--- src/rtl/game_flow_ctrl.sv ---
// game_flow_ctrl: top-level flow controller for a round-based game.
// Sequences IDLE -> GENERATING -> RUNNING (<-> PAUSED) -> GAME_OVER and keeps
// the rating, lives, level and win-streak counters.
// Optional feature macro: GAME_FLOW_HISCORE_EN enables the high-score register
// and the new-record pulse; without it both outputs are tied to zero.
// All outputs come straight from flops; reset is synchronous and active-high.

module game_flow_ctrl #(
    parameter int RATING_WIDTH   = 8,
    parameter int LIVES          = 3,
    parameter int LEVEL_WIDTH    = 4,
    parameter int WINS_PER_LEVEL = 4
) (
    input  logic                    clk,
    input  logic                    rst,
    input  logic                    i_start,
    input  logic                    i_pause_btn,
    input  logic                    i_ready,
    input  logic                    i_round_ended,
    input  logic                    i_is_win,
    output logic [2:0]              o_game_status,
    output logic                    o_is_game_paused,
    output logic [RATING_WIDTH-1:0] o_current_rating,
    output logic [3:0]              o_lives,
    output logic [LEVEL_WIDTH-1:0]  o_level,
    output logic [RATING_WIDTH-1:0] o_high_score,
    output logic                    o_new_record,
    output logic                    o_level_start
);

    typedef enum logic [2:0] {
        ST_IDLE       = 3'd0,
        ST_GENERATING = 3'd1,
        ST_RUNNING    = 3'd2,
        ST_PAUSED     = 3'd3,
        ST_GAME_OVER  = 3'd4
    } state_t;

    localparam logic [3:0]              LIVES_INIT  = 4'(LIVES);
    localparam logic [7:0]              WINS_LAST   = 8'(WINS_PER_LEVEL - 1);
    localparam logic [RATING_WIDTH-1:0] RATING_MAX  = {RATING_WIDTH{1'b1}};
    localparam logic [RATING_WIDTH-1:0] RATING_ZERO = {RATING_WIDTH{1'b0}};
    localparam logic [RATING_WIDTH-1:0] RATING_ONE  = {{(RATING_WIDTH-1){1'b0}}, 1'b1};
    localparam logic [LEVEL_WIDTH-1:0]  LEVEL_MAX   = {LEVEL_WIDTH{1'b1}};
    localparam logic [LEVEL_WIDTH-1:0]  LEVEL_ZERO  = {LEVEL_WIDTH{1'b0}};
    localparam logic [LEVEL_WIDTH-1:0]  LEVEL_ONE   = {{(LEVEL_WIDTH-1){1'b0}}, 1'b1};

    state_t                  state_q, state_d;
    logic [RATING_WIDTH-1:0] rating_q, rating_d;
    logic [3:0]              lives_q, lives_d;
    logic [LEVEL_WIDTH-1:0]  level_q, level_d;
    logic [7:0]              wins_q, wins_d;
    logic                    pause_prev_q, pause_prev_d;
    logic                    paused_q, paused_d;
    logic                    level_start_q, level_start_d;
    logic                    pause_edge;

    // Rising-edge detect on the pause button against last cycle's sample.
    always_comb begin
        pause_edge   = i_pause_btn & ~pause_prev_q;
        pause_prev_d = i_pause_btn;
    end

    // Next-state and counter update logic for the game flow FSM.
    always_comb begin
        state_d  = state_q;
        rating_d = rating_q;
        lives_d  = lives_q;
        level_d  = level_q;
        wins_d   = wins_q;
        case (state_q)
            ST_IDLE, ST_GAME_OVER: begin
                if (i_start) begin
                    state_d  = ST_GENERATING;
                    rating_d = RATING_ZERO;
                    lives_d  = LIVES_INIT;
                    level_d  = LEVEL_ZERO;
                    wins_d   = 8'd0;
                end else begin
                    state_d = state_q;
                end
            end
            ST_GENERATING: begin
                // Round results and pause edges are meaningless until the field exists.
                if (i_ready) begin
                    state_d = ST_RUNNING;
                end else begin
                    state_d = ST_GENERATING;
                end
            end
            ST_RUNNING: begin
                // A round result outranks a simultaneous pause edge, which is dropped.
                if (i_round_ended) begin
                    if (i_is_win) begin
                        if (rating_q != RATING_MAX) begin
                            rating_d = rating_q + RATING_ONE;
                        end else begin
                            rating_d = rating_q;
                        end
                        if (wins_q >= WINS_LAST) begin
                            wins_d = 8'd0;
                            if (level_q != LEVEL_MAX) begin
                                level_d = level_q + LEVEL_ONE;
                            end else begin
                                level_d = level_q;
                            end
                        end else begin
                            wins_d = wins_q + 8'd1;
                        end
                        state_d = ST_GENERATING;
                    end else begin
                        wins_d = 8'd0;
                        if (lives_q != 4'd0) begin
                            lives_d = lives_q - 4'd1;
                        end else begin
                            lives_d = 4'd0;
                        end
                        if (lives_q <= 4'd1) begin
                            state_d = ST_GAME_OVER;
                        end else begin
                            state_d = ST_GENERATING;
                        end
                    end
                end else if (pause_edge) begin
                    state_d = ST_PAUSED;
                end else begin
                    state_d = ST_RUNNING;
                end
            end
            ST_PAUSED: begin
                // Only the pause button is honoured while paused.
                if (pause_edge) begin
                    state_d = ST_RUNNING;
                end else begin
                    state_d = ST_PAUSED;
                end
            end
            default: begin
                state_d = ST_IDLE;
            end
        endcase
    end

    // Registered status flags derived from the upcoming state.
    always_comb begin
        paused_d      = (state_d == ST_PAUSED);
        level_start_d = (state_d == ST_GENERATING) && (state_q != ST_GENERATING);
    end

    // Main state and counter registers.
    always_ff @(posedge clk) begin
        if (rst) begin
            state_q       <= ST_IDLE;
            rating_q      <= RATING_ZERO;
            lives_q       <= LIVES_INIT;
            level_q       <= LEVEL_ZERO;
            wins_q        <= 8'd0;
            pause_prev_q  <= 1'b0;
            paused_q      <= 1'b0;
            level_start_q <= 1'b0;
        end else begin
            state_q       <= state_d;
            rating_q      <= rating_d;
            lives_q       <= lives_d;
            level_q       <= level_d;
            wins_q        <= wins_d;
            pause_prev_q  <= pause_prev_d;
            paused_q      <= paused_d;
            level_start_q <= level_start_d;
        end
    end

`ifdef GAME_FLOW_HISCORE_EN
    logic [RATING_WIDTH-1:0] hiscore_q, hiscore_d;
    logic                    new_record_q, new_record_d;

    // High score follows the rating in the same cycle it is beaten.
    always_comb begin
        hiscore_d    = hiscore_q;
        new_record_d = 1'b0;
        if (rating_d > hiscore_q) begin
            hiscore_d    = rating_d;
            new_record_d = 1'b1;
        end else begin
            hiscore_d    = hiscore_q;
            new_record_d = 1'b0;
        end
    end

    // High-score registers; cleared only by reset, kept across restarts.
    always_ff @(posedge clk) begin
        if (rst) begin
            hiscore_q    <= RATING_ZERO;
            new_record_q <= 1'b0;
        end else begin
            hiscore_q    <= hiscore_d;
            new_record_q <= new_record_d;
        end
    end

    assign o_high_score = hiscore_q;
    assign o_new_record = new_record_q;
`else
    assign o_high_score = RATING_ZERO;
    assign o_new_record = 1'b0;
`endif

    assign o_game_status    = state_q;
    assign o_is_game_paused = paused_q;
    assign o_current_rating = rating_q;
    assign o_lives          = lives_q;
    assign o_level          = level_q;
    assign o_level_start    = level_start_q;

endmodule

--- config.mk ---
export PLATFORM = sky130hd
export DESIGN_NAME = game_flow_ctrl
export DESIGN_NICKNAME = d
export VERILOG_FILES = /design/src/rtl/game_flow_ctrl.sv
export SDC_FILE = /design/constraint.sdc
export NUM_CORES = 1
export LEC_CHECK = 0
export CAP_MARGIN = 20
export CELL_PAD_IN_SITES_DETAIL_PLACEMENT = 1
export CELL_PAD_IN_SITES_GLOBAL_PLACEMENT = 1
export CORE_MARGIN = 2
export CORE_UTILIZATION = 33
export DETAILED_ROUTE_END_ITERATION = 6
export GPL_ROUTABILITY_DRIVEN = 1
export PLACE_DENSITY_LB_ADDON = 0.3
export SKIP_CTS_REPAIR_TIMING = 1
export SLEW_MARGIN = 20
export SYNTH_ARGS = -nofsm -noshare
export SYNTH_HDL_FRONTEND = slang
export SYNTH_SLANG_ARGS = --single-unit
--- constraint.sdc ---
create_clock -name clk -period 1.45 [get_ports clk]
set_input_delay 0.145 -clock clk [delete_from_list [all_inputs] [get_ports clk]]
set_output_delay 0.145 -clock clk [all_outputs]
set_load 0.01 [all_outputs]
-- Yosys cells after proc, flatten, opt, wreduce, memory -nomap -nowiden
Index checks and enable logic that the tools add are counted.
- order comparisons: 2
- muxes and demuxes: 28
- bitwise logic cells: 2
- eq/ne operators: 16
- reduce and logical (&&, ||, !) cells: 9
- $add $sub $neg: 4
- operators with widths (kind ; count):
    $mux W8 ; 7
    $mux W4 ; 9
    $pmux W8 S2 ; 2
    $add A8 B1 Y8 const B ; 2
    $pmux W4 S2 ; 2
    $ne A2 B2 Y1 const B ; 7
    $mux W3 ; 4
    $pmux W3 S4 ; 1
    $eq A3 B2 Y1 const B ; 3
    $ge A8 B2 Y1 const B ; 1
    $ne A8 B8 Y1 const B ; 1
    $eq A3 B1 Y1 const B ; 2
    $reduce_and A6 Y1 ; 1
    $reduce_and A5 Y1 ; 1
    $add A4 B1 Y4 const B ; 1
    $le A4 B1 Y1 const B ; 1
    $ne A4 B4 Y1 const B ; 1
    $reduce_and A4 Y1 ; 1
    $reduce_bool A4 Y1 ; 1
    $sub A4 B1 Y4 const B ; 1
    $eq A3 B3 Y1 const B ; 1
    $logic_not A3 Y1 ; 1
    $ne A3 B1 Y1 const B ; 1
    $reduce_and A3 Y1 ; 1
    7 further kinds ; 8
- output and inout bits: 30
- logic and storage cells: 69
- input bits: 7
- register bits after elaboration: 30

-- Logic depth before layout (Yosys ltp)
- depth after elaboration: 7
- mapped depth: 6
- depth with buffers taken out: 5

-- Worst setup path after synthesis
No wires, ideal clock.
- path kind: reg2reg
- start point: reg rating_q[0] (netlist: o_current_rating[0])
- end point: reg rating_q[5] (netlist: o_current_rating[5])
- cell stages (with the launch flop): 6
- buffers on the path: 0
- setup time: 0.072 ns
- data required time: 1.378 ns
- data arrival time: 1.518 ns
- clock period less this slack: 1.590 ns
- path slack: -0.140 ns
- cells stage by stage: dfxtp_1 > ha_1 > nand3_1 > o21ai_1 > a2111oi_2 > mux2i_1
- word-level cells in the longest chain between the ends: 5
- elaborated cells on any way between the ends: 8
- those cells by class: 1 x add/sub; 2 x eq/ne; 4 x mux; 1 x reduce/logical
- ends and longest elaborated chain (item ; RTL line ; text):
    start, declared ; 49 ; logic [RATING_WIDTH-1:0] rating_q, rating_d;
    start signal, assigned ; 163 ; rating_q <= rating_d;
    $add A8 B1 Y8 ; 96 ; rating_d = rating_q + RATING_ONE;
    $mux W8 ; 95 ; if (rating_q != RATING_MAX) begin
    $mux W8 ; 94 ; if (i_is_win) begin
    $mux W8 ; 93 ; if (i_round_ended) begin
    $pmux W8 S2 ; 71 ; case (state_q)
Parallel ways exist; a longest one is shown, timed or not. The select of a mux whose other input is x is not followed.
A chain may end at the register's enable or synchronous reset.

-- Worst setup path in the final report
- start point: reg state_q[1] (netlist: o_game_status[1])
- end point: reg rating_q[5] (netlist: o_current_rating[5])
- word-level cells in the longest chain between the ends: 4
- elaborated cells on any way between the ends: 11
- those cells by class: 6 x eq/ne; 1 x mux; 4 x reduce/logical
- ends and longest elaborated chain (item ; RTL line ; text):
    start, declared ; 48 ; state_t state_q, state_d;
    start signal, assigned ; 162 ; state_q <= state_d;
    $eq A3 B3 Y1 / $logic_not A3 Y1 (equally long branches) ; 71 ;
    $reduce_or A2 Y1 ; 71 ;
    $ne A2 B2 Y1 (no source line) / $reduce_bool A2 Y1 (equally long branches) ; -- ;
    $reduce_and A5 Y1 (no source line) ; -- ;
Parallel ways exist; a longest one is shown, timed or not.

==> summary.txt <==
Worst hold path
  – Worst min-delay path category: in2reg
  – Hold Startpoint: i_start
  – Hold path depth: 4
  – Hold Path End: o_game_status[2]

Route
  – Initial drt markers: 56
  – Wire per inst: 16.3 um
  – Vias: 1,677
  – DRT Pass-1 Iters: 4
  – Final ANT Viol Nets: 0
  – Final wirelength: roughly 5300 um
  – Via-to-Cell Ratio: between 5 and 6
  – DRC Markers: 0

Clock network
  – Clock transition at the registers of the reported paths: around 70 ps
  – CTS tree: yes
  – Sinks on Clock Net: 30
  – CTS H-Tree Depth: 2
  – Clk buf depth: 2
  – CTS buffer count: 5
  – Worst skew pair latency: between 200 and 300 ps
  – Clock root cell: clkbuf_8

Layout
  – Ant diodes: 0
  – Cell area after layout: 0.00267 sq mm
  – Layout cells sized above 1: between 30% and 40%
  – Fill count: 531
  – Final nets: 270
  – Area grow syn2layout: 62.2%

Logic synthesis
  – Post-synth top area cell: dfxtp_1
  – Sequential area share after synthesis: about 37%
  – Ys Warns: 0
  – Count of cell types in the netlist: 47
  – Most frequent cells after synthesis: dfxtp_1, nand2_1, or3_1
  – Post-synth ARST share: 0%
  – Cells after Synth: between 150 and 200
  – Top-area cell type share of the netlist area: 36.6%
  – Synth Cell Area: ~0.0016 sq mm
  – Primary FF master, synth: dfxtp_1
  – Yosys reg bits: 30
  – Post-synth EDFFs: 0
  – Top-count cell post-synth: dfxtp_1
  – Mean Syn Cell Area: slightly below 9 sq um
  – Largest cells by area after synthesis: dfxtp_1, mux2i_1, buf_4, nand2_1, or3_1

Worst setup path
  – Reg2reg path depth: 5
  – Class of the most critical setup path: reg2reg
  – Critical Path RT: ~1700 ps
  – Flop-to-flop setup slack: -70 ps
  – CP cell instances: buf_6 > and4bb_4 > nor2_4 > a2111oi_2 > mux2i_1
  – Crit path from: o_game_status[1]
  – Critical path's slowest cell: dfxtp_4
  – Critical path capture point type: register
  – Max FO, Critical Path: 7
  – Worst r2r src: o_game_status[1]
  – Worst R2R End: o_current_rating[5]
  – Critical path arrival: 1740 ps
  – Startpoint types: register
  – Max incr delay on CP: approximately 400 ps

GRT
  – GR Overflow Total: 0
  – GR Util met3: roughly 4.5%
  – GRT met1 Usage: roughly 25%
  – Most used routing layer in global routing: met2
  – Gr usage total: about a fifth
  – Vias in the first global route: 1,627
  – First-pass GRT wire length: between 7000 and 8000 um
  – Grt met2 use: between 30% and 40%
  – Pin count of the biggest net entering global routing: 12
  – Initial antenna violation count: 0

Placed design
  – PortBufs: 27
  – Final estimated routing congestion in global placement: about 0.79
  – Post-placement cell area: between 0.002 and 0.0025 sq mm
  – Hpwl dp: between 3000 and 4000 um

Run status
  – Status: finished, violations left
  – Violated checks: negative setup slack

Die
  – Total die area: around 0.0056 sq mm
  – Placement Rows: 25
  – Ports: 37
  – Die H: around 75 um
  – Initial Utilization: between 30% and 40%
  – Core Region: approximately 0.0048 sq mm
  – Die width: 74.6 um

Timing
  – Final Skew: between 6 and 7 ps
  – Final TNS setup: -199 ps
  – Final period util: 105%
  – F_max: 659 MHz
  – Final Hold Fails: 0
  – Post-layout min period: 1520 ps
  – Endpoints failing setup: 6
  – RSZ-0062 raised after global routing: true
  – Final worst slack: -66.7 ps
  – Fin. max-slew vios: 0

Power
  – VDD IR max: 0.407 mV
  – Static Leak: 1.17 nW
  – PD cells: about 760 mW/mm^2

Flow run
  – Max_cap viols: 0
## kinds of logic after synthesis
logic type | Yosys count | synth area share [%]
AOI/OAI and AO/OA | 43 | 20.0
xor gates and xnor gates | 1 | 0.533
adders and majority gates | 3 | 2.29
buffers and inverters | 22 | 7.84
DFF | 30 | 36.6
muxes | 8 | 4.87
other | 1 | 0.228
and+or+nand+nor | 78 | 27.7
## layer usage
metal / up-vias / share of wire, %
li1: 816 / -
met1: 820 / 48
met2: 32 / 48
met3: 9 / 3.1
met4: 0 / 1.4
met5: - / 0
## where the power goes
group	switching (mW)	internal [mW]	total, mW
Combinational	0.210	0.207	0.417
Sequential	0.0262	0.847	0.873
Clock	0.357	0.381	0.739
Total	0.593	1.44	2.03
## state kept, by name, indices dropped and copies added (netlist names)
name              count
o_is_game_paused      1
o_game_status         3
o_current_rating      8
o_level_start         1
o_level               4
pause_prev_q          1
wins_q                8
o_lives               4
## worst max-delay path, delay by kind of cell, from the launching register on
kind                   cells  cell delay (ps)
and+or+nand+nor            2              390
muxes                      1              220
AOI/OAI and AO/OA          1              280
buffers and inverters      1              140
DFF                        1              400
## per-stage QoR
step | utilization (%) | power [mW] | hold slack, ps | std cells | setup slack [ps]
6_report | 56.1 | 2.03 | 373 | 328 | -66.7
5_1_grt | 56.1 | 2.12 | 395 | 328 | -116
4_1_cts | 50.5 | 1.99 | 480 | 321 | -199
3_5_place_dp | 48.5 | 1.25 | 476 | 313 | -304
3_3_place_gp | 48.5 | 1.24 | 462 | 313 | -270
2_1_floorplan | - | 1.10 | 273 | 194 | -11.3
## cell usage in the layout (no fill, tap or decap), types with 2 or more instances in the layout
cell type and instances:
o21ai_0 5, nand4_1 3, nor3_4 2, ha_4 2
conb_1 9, dfxtp_2 8, mux2i_1 8, dfxtp_4 2
or3_1 10, clkbuf_8 6, dlymetal6s2s_1 14, nand3_1 7
a21oi_2 2, nand2_1 19, a211o_4 2, nand2b_1 5
clkdlybuf4s50_1 13, nor4_1 2, buf_6 4, nor2b_1 3
a21oi_1 6, o21a_1 3, a211oi_2 3, dfxtp_1 20
o21ai_1 2, inv_1 7, nor2_1 8, buf_4 42
a2111oi_4 2, a31oi_1 2, nor3b_4 2
## final cells by class
cell class / count / area (sq um) / area share [%]
well taps: 67 / 83.8 / 3.15
clock inverters: 2 / 12.5 / 0.469
multi-input cells: 142 / 1160 / 43.4
clock buffers: 6 / 82.6 / 3.10
flip-flops and latches: 30 / 618 / 23.2
repair buffers: 74 / 686 / 25.7
inverters: 7 / 26.3 / 0.986
## how the worst max path moves through the flow
| stage | slack (ps) | to | cells past startpoint |
|---|---|---|---|
| 3_5_place_dp | -300 | wins_q[6] | 5 |
| 2_1_floorplan | -10 | o_current_rating[2] | 5 |
| 3_3_place_gp | -270 | o_current_rating[5] | 5 |
| 6_report | -70 | o_current_rating[5] | 5 |
| 5_1_grt | -120 | o_current_rating[5] | 5 |
| 4_1_cts | -200 | o_level[1] | 6 |
Power figures use the tool's default switching activity.
